File: src/rtl/modbus_master_pkg.sv
// Shared MODBUS RTU constants, request payload and engine state encoding.
package modbus_master_pkg;

    localparam logic [7:0] FC_READ       = 8'h03;
    localparam logic [7:0] FC_WRITE      = 8'h06;
    localparam logic [7:0] EXC_BIT       = 8'h80;
    localparam logic [7:0] RD_BYTE_COUNT = 8'h02;

    localparam logic [15:0] CRC_INIT = 16'hFFFF;
    localparam logic [15:0] CRC_POLY = 16'hA001;

    localparam logic [3:0] LEN_READ  = 4'd7;
    localparam logic [3:0] LEN_WRITE = 4'd8;
    localparam logic [3:0] LEN_EXC   = 4'd5;

    localparam logic [2:0] ST_OK       = 3'd0;
    localparam logic [2:0] ST_TIMEOUT  = 3'd1;
    localparam logic [2:0] ST_CRC      = 3'd2;
    localparam logic [2:0] ST_EXC      = 3'd3;
    localparam logic [2:0] ST_MISMATCH = 3'd4;
    localparam logic [2:0] ST_RXERR    = 3'd5;

    typedef enum logic [2:0] {
        S_IDLE    = 3'd0,
        S_TX_LOAD = 3'd1,
        S_TX_WAIT = 3'd2,
        S_RX      = 3'd3,
        S_FINISH  = 3'd4
    } state_e;

    typedef struct packed {
        logic        write;
        logic [6:0]  slave;
        logic [15:0] addr;
        logic [15:0] wdata;
    } req_t;

endpackage

File: src/rtl/modbus_crc16.sv
// Byte-wide combinational CRC-16/MODBUS step.
module modbus_crc16
    import modbus_master_pkg::*;
(
    input  logic [15:0] crc_in,
    input  logic [7:0]  data_in,
    output logic [15:0] crc_out
);

    logic [15:0] crc;

    // Eight reflected shift/xor steps, LSB first.
    always_comb begin
        crc = crc_in ^ {8'h00, data_in};
        for (int i = 0; i < 8; i++) begin
            crc = crc[0] ? ((crc >> 1) ^ CRC_POLY) : (crc >> 1);
        end
        crc_out = crc;
    end

endmodule

File: src/rtl/modbus_master.sv
// MODBUS RTU master: sends one read/write request frame and validates the reply.
module modbus_master
    import modbus_master_pkg::*;
#(
    parameter int unsigned        TMOSIZE = 16,
    parameter logic [TMOSIZE-1:0] TMOMAX  = {TMOSIZE{1'b1}}
) (
    input  logic        clk,
    input  logic        reset,
    input  logic        req_valid,
    output logic        req_ready,
    input  logic        req_write,
    input  logic [6:0]  req_slave,
    input  logic [15:0] req_addr,
    input  logic [15:0] req_wdata,
    output logic        done,
    output logic [15:0] rsp_data,
    output logic [2:0]  rsp_status,
    output logic [7:0]  tx_byte,
    output logic        send,
    input  logic        txbusy,
    input  logic [7:0]  rx_byte,
    input  logic        ready,
    input  logic        rxerr
);

    localparam logic [TMOSIZE-1:0] TMO_LAST = TMOMAX - TMOSIZE'(1);

    state_e             state_q, state_d;
    req_t               req_q, req_d;
    logic [2:0]         idx_q, idx_d;
    logic [15:0]        crc_q, crc_d, crc_next;
    logic [TMOSIZE-1:0] tmo_q, tmo_d;
    logic [3:0]         rx_cnt_q, rx_cnt_d;
    logic               exc_q, exc_d, mism_q, mism_d, fdone_q, fdone_d;
    logic [15:0]        data_q, data_d;
    logic               req_ready_q, req_ready_d, done_q, done_d, send_q, send_d;
    logic [7:0]         tx_byte_q, tx_byte_d;
    logic [15:0]        rsp_data_q, rsp_data_d;
    logic [2:0]         rsp_status_q, rsp_status_d;
    logic               fin;
    logic [2:0]         fin_status;
    logic [15:0]        fin_data;
    logic [7:0]         tx_fb, fc, crc_byte;
    logic [3:0]         rx_len;

    // Request frame byte i; bytes 6/7 come from the running CRC.
    function automatic logic [7:0] frame_byte(input req_t r, input logic [2:0] i,
                                              input logic [15:0] crc);
        logic [7:0] b;
        case (i)
            3'd0:    b = {1'b0, r.slave};
            3'd1:    b = r.write ? FC_WRITE : FC_READ;
            3'd2:    b = r.addr[15:8];
            3'd3:    b = r.addr[7:0];
            3'd4:    b = r.write ? r.wdata[15:8] : 8'h00;
            3'd5:    b = r.write ? r.wdata[7:0]  : 8'h01;
            3'd6:    b = crc[7:0];
            default: b = crc[15:8];
        endcase
        return b;
    endfunction

    assign tx_fb    = frame_byte(req_q, idx_q, crc_q);
    assign fc       = req_q.write ? FC_WRITE : FC_READ;
    assign rx_len   = exc_q ? LEN_EXC : (req_q.write ? LEN_WRITE : LEN_READ);
    assign crc_byte = (state_q == S_RX) ? rx_byte : tx_fb;

    modbus_crc16 u_crc (
        .crc_in  (crc_q),
        .data_in (crc_byte),
        .crc_out (crc_next)
    );

    // Next-state, transmit sequencing and response checking.
    always_comb begin
        state_d      = state_q;
        req_d        = req_q;
        idx_d        = idx_q;
        crc_d        = crc_q;
        tmo_d        = tmo_q;
        rx_cnt_d     = rx_cnt_q;
        exc_d        = exc_q;
        mism_d       = mism_q;
        fdone_d      = fdone_q;
        data_d       = data_q;
        req_ready_d  = req_ready_q;
        done_d       = 1'b0;
        send_d       = 1'b0;
        tx_byte_d    = tx_byte_q;
        rsp_data_d   = rsp_data_q;
        rsp_status_d = rsp_status_q;
        fin          = 1'b0;
        fin_status   = ST_OK;
        fin_data     = 16'h0000;

        case (state_q)
            S_IDLE: begin
                if (req_valid && req_ready_q) begin
                    req_d       = '{write: req_write, slave: req_slave,
                                    addr: req_addr, wdata: req_wdata};
                    req_ready_d = 1'b0;
                    idx_d       = 3'd0;
                    crc_d       = CRC_INIT;
                    if (!req_write && req_slave == 7'd0) begin
                        fin        = 1'b1;
                        fin_status = ST_MISMATCH;
                    end else begin
                        state_d = S_TX_LOAD;
                    end
                end
            end
            S_TX_LOAD: begin
                if (!txbusy) begin
                    send_d    = 1'b1;
                    tx_byte_d = tx_fb;
                    if (idx_q < 3'd6) crc_d = crc_next;
                    state_d = S_TX_WAIT;
                end
            end
            S_TX_WAIT: begin
                // send_q marks the first wait cycle, before the UART can raise txbusy.
                if (!send_q && !txbusy) begin
                    if (idx_q == 3'd7) begin
                        if (req_q.slave == 7'd0) begin
                            fin = 1'b1;
                        end else begin
                            state_d  = S_RX;
                            tmo_d    = '0;
                            rx_cnt_d = 4'd0;
                            exc_d    = 1'b0;
                            mism_d   = 1'b0;
                            fdone_d  = 1'b0;
                            crc_d    = CRC_INIT;
                            data_d   = 16'h0000;
                        end
                    end else begin
                        idx_d   = idx_q + 3'd1;
                        state_d = S_TX_LOAD;
                    end
                end
            end
            S_RX: begin
                if (rxerr) begin
                    fin        = 1'b1;
                    fin_status = ST_RXERR;
                end else if (fdone_q) begin
                    fin = 1'b1;
                    if (crc_q != 16'h0000)  fin_status = ST_CRC;
                    else if (mism_q)        fin_status = ST_MISMATCH;
                    else if (exc_q)         fin_status = ST_EXC;
                    else                    fin_status = ST_OK;
                    if (fin_status == ST_OK || fin_status == ST_EXC) fin_data = data_q;
                end else if (ready) begin
                    tmo_d    = '0;
                    crc_d    = crc_next;
                    rx_cnt_d = rx_cnt_q + 4'd1;
                    fdone_d  = (rx_cnt_d == rx_len);
                    if (rx_cnt_q == 4'd0) begin
                        if (rx_byte != {1'b0, req_q.slave}) mism_d = 1'b1;
                    end else if (rx_cnt_q == 4'd1) begin
                        if (rx_byte == (fc | EXC_BIT)) exc_d = 1'b1;
                        else if (rx_byte != fc)        mism_d = 1'b1;
                    end else if (exc_q) begin
                        if (rx_cnt_q == 4'd2) data_d = {8'h00, rx_byte};
                    end else if (req_q.write) begin
                        if (rx_cnt_q < 4'd6 &&
                            rx_byte != frame_byte(req_q, rx_cnt_q[2:0], crc_q)) mism_d = 1'b1;
                        if (rx_cnt_q == 4'd4) data_d[15:8] = rx_byte;
                        if (rx_cnt_q == 4'd5) data_d[7:0]  = rx_byte;
                    end else begin
                        if (rx_cnt_q == 4'd2 && rx_byte != RD_BYTE_COUNT) mism_d = 1'b1;
                        if (rx_cnt_q == 4'd3) data_d[15:8] = rx_byte;
                        if (rx_cnt_q == 4'd4) data_d[7:0]  = rx_byte;
                    end
                end else if (tmo_q == TMO_LAST) begin
                    fin        = 1'b1;
                    fin_status = ST_TIMEOUT;
                end else begin
                    tmo_d = tmo_q + TMOSIZE'(1);
                end
            end
            S_FINISH: begin
                state_d     = S_IDLE;
                req_ready_d = 1'b1;
            end
            default: state_d = S_IDLE;
        endcase

        if (fin) begin
            state_d      = S_FINISH;
            done_d       = 1'b1;
            rsp_status_d = fin_status;
            rsp_data_d   = fin_data;
        end
    end

    // State and output registers.
    always_ff @(posedge clk or negedge reset) begin
        if (!reset) begin
            state_q      <= S_IDLE;
            req_q        <= '0;
            idx_q        <= 3'd0;
            crc_q        <= CRC_INIT;
            tmo_q        <= '0;
            rx_cnt_q     <= 4'd0;
            exc_q        <= 1'b0;
            mism_q       <= 1'b0;
            fdone_q      <= 1'b0;
            data_q       <= 16'h0000;
            req_ready_q  <= 1'b1;
            done_q       <= 1'b0;
            send_q       <= 1'b0;
            tx_byte_q    <= 8'h00;
            rsp_data_q   <= 16'h0000;
            rsp_status_q <= ST_OK;
        end else begin
            state_q      <= state_d;
            req_q        <= req_d;
            idx_q        <= idx_d;
            crc_q        <= crc_d;
            tmo_q        <= tmo_d;
            rx_cnt_q     <= rx_cnt_d;
            exc_q        <= exc_d;
            mism_q       <= mism_d;
            fdone_q      <= fdone_d;
            data_q       <= data_d;
            req_ready_q  <= req_ready_d;
            done_q       <= done_d;
            send_q       <= send_d;
            tx_byte_q    <= tx_byte_d;
            rsp_data_q   <= rsp_data_d;
            rsp_status_q <= rsp_status_d;
        end
    end

    assign req_ready  = req_ready_q;
    assign done       = done_q;
    assign send       = send_q;
    assign tx_byte    = tx_byte_q;
    assign rsp_data   = rsp_data_q;
    assign rsp_status = rsp_status_q;

endmodule

File: config.mk
export PLATFORM = sky130hd
export DESIGN_NAME = modbus_master
export DESIGN_NICKNAME = d
export VERILOG_FILES = /design/src/rtl/modbus_master_pkg.sv /design/src/rtl/modbus_crc16.sv /design/src/rtl/modbus_master.sv
export SDC_FILE = /design/constraint.sdc
export NUM_CORES = 1
export LEC_CHECK = 0
export ABC_AREA = 1
export CAP_MARGIN = 0
export CELL_PAD_IN_SITES_DETAIL_PLACEMENT = 2
export CELL_PAD_IN_SITES_GLOBAL_PLACEMENT = 2
export CORE_ASPECT_RATIO = 0.5
export CORE_MARGIN = 2
export CORE_UTILIZATION = 33
export DETAILED_ROUTE_END_ITERATION = 10
export GPL_ROUTABILITY_DRIVEN = 0
export PLACE_DENSITY = 0.79
export SETUP_SLACK_MARGIN = 0.15
export SLEW_MARGIN = 15
export SYNTH_ARGS = -nofsm -noshare
export SYNTH_HDL_FRONTEND = slang
export SYNTH_SLANG_ARGS = --single-unit
File: constraint.sdc
create_clock -name clk -period 2.7 [get_ports clk]
set_input_delay 0.405 -clock clk [delete_from_list [all_inputs] [get_ports clk]]
set_output_delay 0.405 -clock clk [all_outputs]
set_load 0.05 [all_outputs]
==> results_dict.tcl <==
set metrics [dict create \
    path_max_fanout 6 \
    setup_viol 11 \
    via_per_inst 5.99 \
    crit_path_end_kind "flop" \
    syn_nets 1099 \
    cp_common_cell "nand2_1" \
    synth_top_cell_area_share_pct 37.7 \
    ioPinCount 84 \
    tightest_slew_ns 0.666 \
    layout_setup_ws_ns -0.278 \
    cp.required_ns 3.06 \
    synth_area_sq_um 7580 \
    clock_sinks 131 \
    start_kind "flop" \
    syn_avg_cell_area_sq_um 7.34 \
    clock.fmax_mhz 336 \
    crit_family "simple AND/OR/NAND/NOR gates" \
    cts_buffer_depth 2 \
    rows 39 \
    wl_met3_mm 4.06 \
    overflow 0 \
    antenna_left 0 \
    met1_length_mm 18.9 \
    path_cells "inv_1 -> ha_2 -> nand2_2 -> o22ai_1 -> a21oi_1 -> o2111ai_1 -> o21ai_1 -> or2_2 -> nand3_1 -> nor2_2 -> nand2_1 -> nand2_1 -> nand2_1 -> nand2_1 -> nand2_1 -> nand2_1" \
    grt_pass1_vias 9855 \
    synthTopCellsByArea "dfrtp_1, nand2_1, inv_1" \
    top_layer "met4" \
    finish.utilization_pct 50.8 \
    numCtsBuffers 17 \
    finalCritPeriodShare_pct 110 \
    h-tree-depth 4 \
    post-route-min-period_ns 2.98 \
    placement.cell_area_sq_um 9070 \
    dr_wl_met2_mm 22.2 \
    area_growth_pct 52.0 \
    critical_path_class "flop to flop" \
    antenna_found_initial 0 \
    clk_pin_slew_ns 0.07 \
    design.die.area_sq_um 24300 \
    violations "setup timing" \
    ys_ff_latch 131 \
    fin_skew_ns 0.0129 \
    finalSetupTns_ns -1.53 \
    nets 1300 \
    maxCapViolCount 0 \
    slew_headroom_pct 55.6 \
    synthArstFlopShare_pct 100 \
    slowest_stage "dfrtp_2" \
    final_area_sq_um 11500 \
    timing.final.hold_violations 0 \
    final_common_cell "nand2_1" \
    synthFlopType "dfrtp_1" \
    first_pass_iters 5 \
    hold_class "primary input to flop" \
    synth_seq_area_share_pct 43.6 \
    rsz0062_at_grt "true" \
    hpwl_mm 24.4 \
    leakagePower_nw 5.24 \
    critical-path-max-stage-delay_ns 0.46 \
    initial_core_util_pct 33.4 \
    synth_cell_types 46 \
    cts_root_buffer "clkbuf_16" \
    die_w_um 218 \
    finalMaxSlewViolations 0 \
    worstSkewPairLatency_ns 0.48 \
    netlist_instances 1032 \
    fp.coreArea_sq_um 22700 \
    via_count 9295 \
    status "complete, but fails checks" \
    worstHoldStart "req_addr[11]" \
    drc 0 \
    rr_startpoint "rx_cnt_q[1]" \
    drive_gt1_share_pct 31.9 \
    wl_per_cell_um 30.9 \
    ir_drop_mv 1.09 \
    synth_edf_count 0 \
    most-common-layout-cells "nand2_1, inv_1, dfrtp_1" \
    arrival_ns 3.34 \
    wirelength_mm 48.0 \
    n_antenna_cell 0 \
    ys_warn_count 0 \
    crit_buf_inv 1 \
    drt_iter0_drc 1146 \
    grt_pass1_wl_mm 61.6 \
    fp.dieH_um 111 \
    cp-startpoint "rx_cnt_q[1]" \
    grt_usage_pct 34.5 \
    io_buffers 83 \
    powerDensity_nw_per_um2 1440 \
    yosys.area.top_type "dfrtp_1" \
    cts_tree "built" \
    grt_max_degree 72 \
]
==> final cells by class <==
type | instances | area (sq um)
clock buffer | 20 | 467
clock inverter | 12 | 225
fill | 2448 | 11200
inverter | 150 | 598
multi-input combinational | 724 | 4600
sequential | 131 | 3310
tap | 307 | 384
timing repair buffer | 209 | 1940
==> per-stage QoR <==
step / worst slack (ns) / std cells / power, mW / hold WS, ns
finish: -0.278 / 1553 / 16.5 / 0.477
floorplan: 0.261 / 1032 / 6.53 / 0.109
global placement: -0.0376 / 1447 / 8.58 / 0.418
global route: -0.349 / 1553 / 17.0 / 0.488
detailed placement: -0.217 / 1447 / 8.95 / 0.424
CTS: 0.0911 / 1527 / 13.7 / 0.476
==> power breakdown <==
group          switching, mW  total (mW)  internal, mW
clock network           1.08        2.89          1.81
logic                   6.33        9.98          3.65
registers              0.983        3.66          2.68
total                   8.39        16.5          8.13
==> path summary, 6_finish.rpt <==
check                                    end  slack [ns]  cells after the start
worst min register to register  rsp_data[11]        0.50                      2
worst max-delay path                  mism_q       -0.28                     16
worst max register to register        mism_q       -0.28                     16
max in group asynchronous           crc_q[4]        1.34                      3
worst min-delay path               req_q[27]        0.48                      3
min in group asynchronous          req_q[13]        0.49                      2
==> state kept, by name, summed over array words and instances, names as in the netlist <==
name	flops
tmo_q	16
rsp_status	3
exc_q	1
rsp_data	16
rx_cnt_q	4
data_q	16
req_ready	1
done	1
idx_q	3
req_q	40
fdone_q	1
send	1
state_q	3
mism_q	1
tx_byte	8
crc_q	16
==> worst min-delay path, cell delays in order <==
cell and delay, ns:
clkdlybuf4s50_1 0.39, nand2_1 0.06, nand2_1 0.05
==> layer usage <==
layer | vias up | global-route usage [%]
met3 | 230 | 10.4
met4 | 0 | 16.3
met1 | 4720 | 42.3
li1 | 3784 | -
met5 | - | 0
met2 | 561 | 55.5
==> cells by family after synthesis <==
kind of cell | share of synthesized area (%)
simple gates | 29.3
compound gates | 13.9
buf+inv | 9.50
flops | 43.6
xor+xnor | 1.62
fa+ha+maj | 2.15
==> Yosys cell counts (4+ instances only) <==
cell	n
xor2_1	11
nor2_2	4
o21ai_1	10
nor3_1	14
a22oi_1	4
dfstp_2	17
ha_1	13
o22ai_1	23
nand3_1	87
buf_4	5
buf_2	8
inv_1	140
nand2_1	281
o21ai_0	80
nor2_1	87
nor4_1	10
inv_2	9
nand3_2	6
a21oi_1	37
clkbuf_1	13
dfrtp_1	114
nand4_1	12
a221oi_1	4
==> timing repair <==
item,4_1_cts,5_1_grt
setup buffers,45,23
endpoints found under the hold margin,38,0
hold buffers,1,0
resized for setup,128,190
cloned,2,3
pin swaps,43,58
setup endpoints to repair,35,51
No activity file was read; power rests on OpenSTA's default activity.
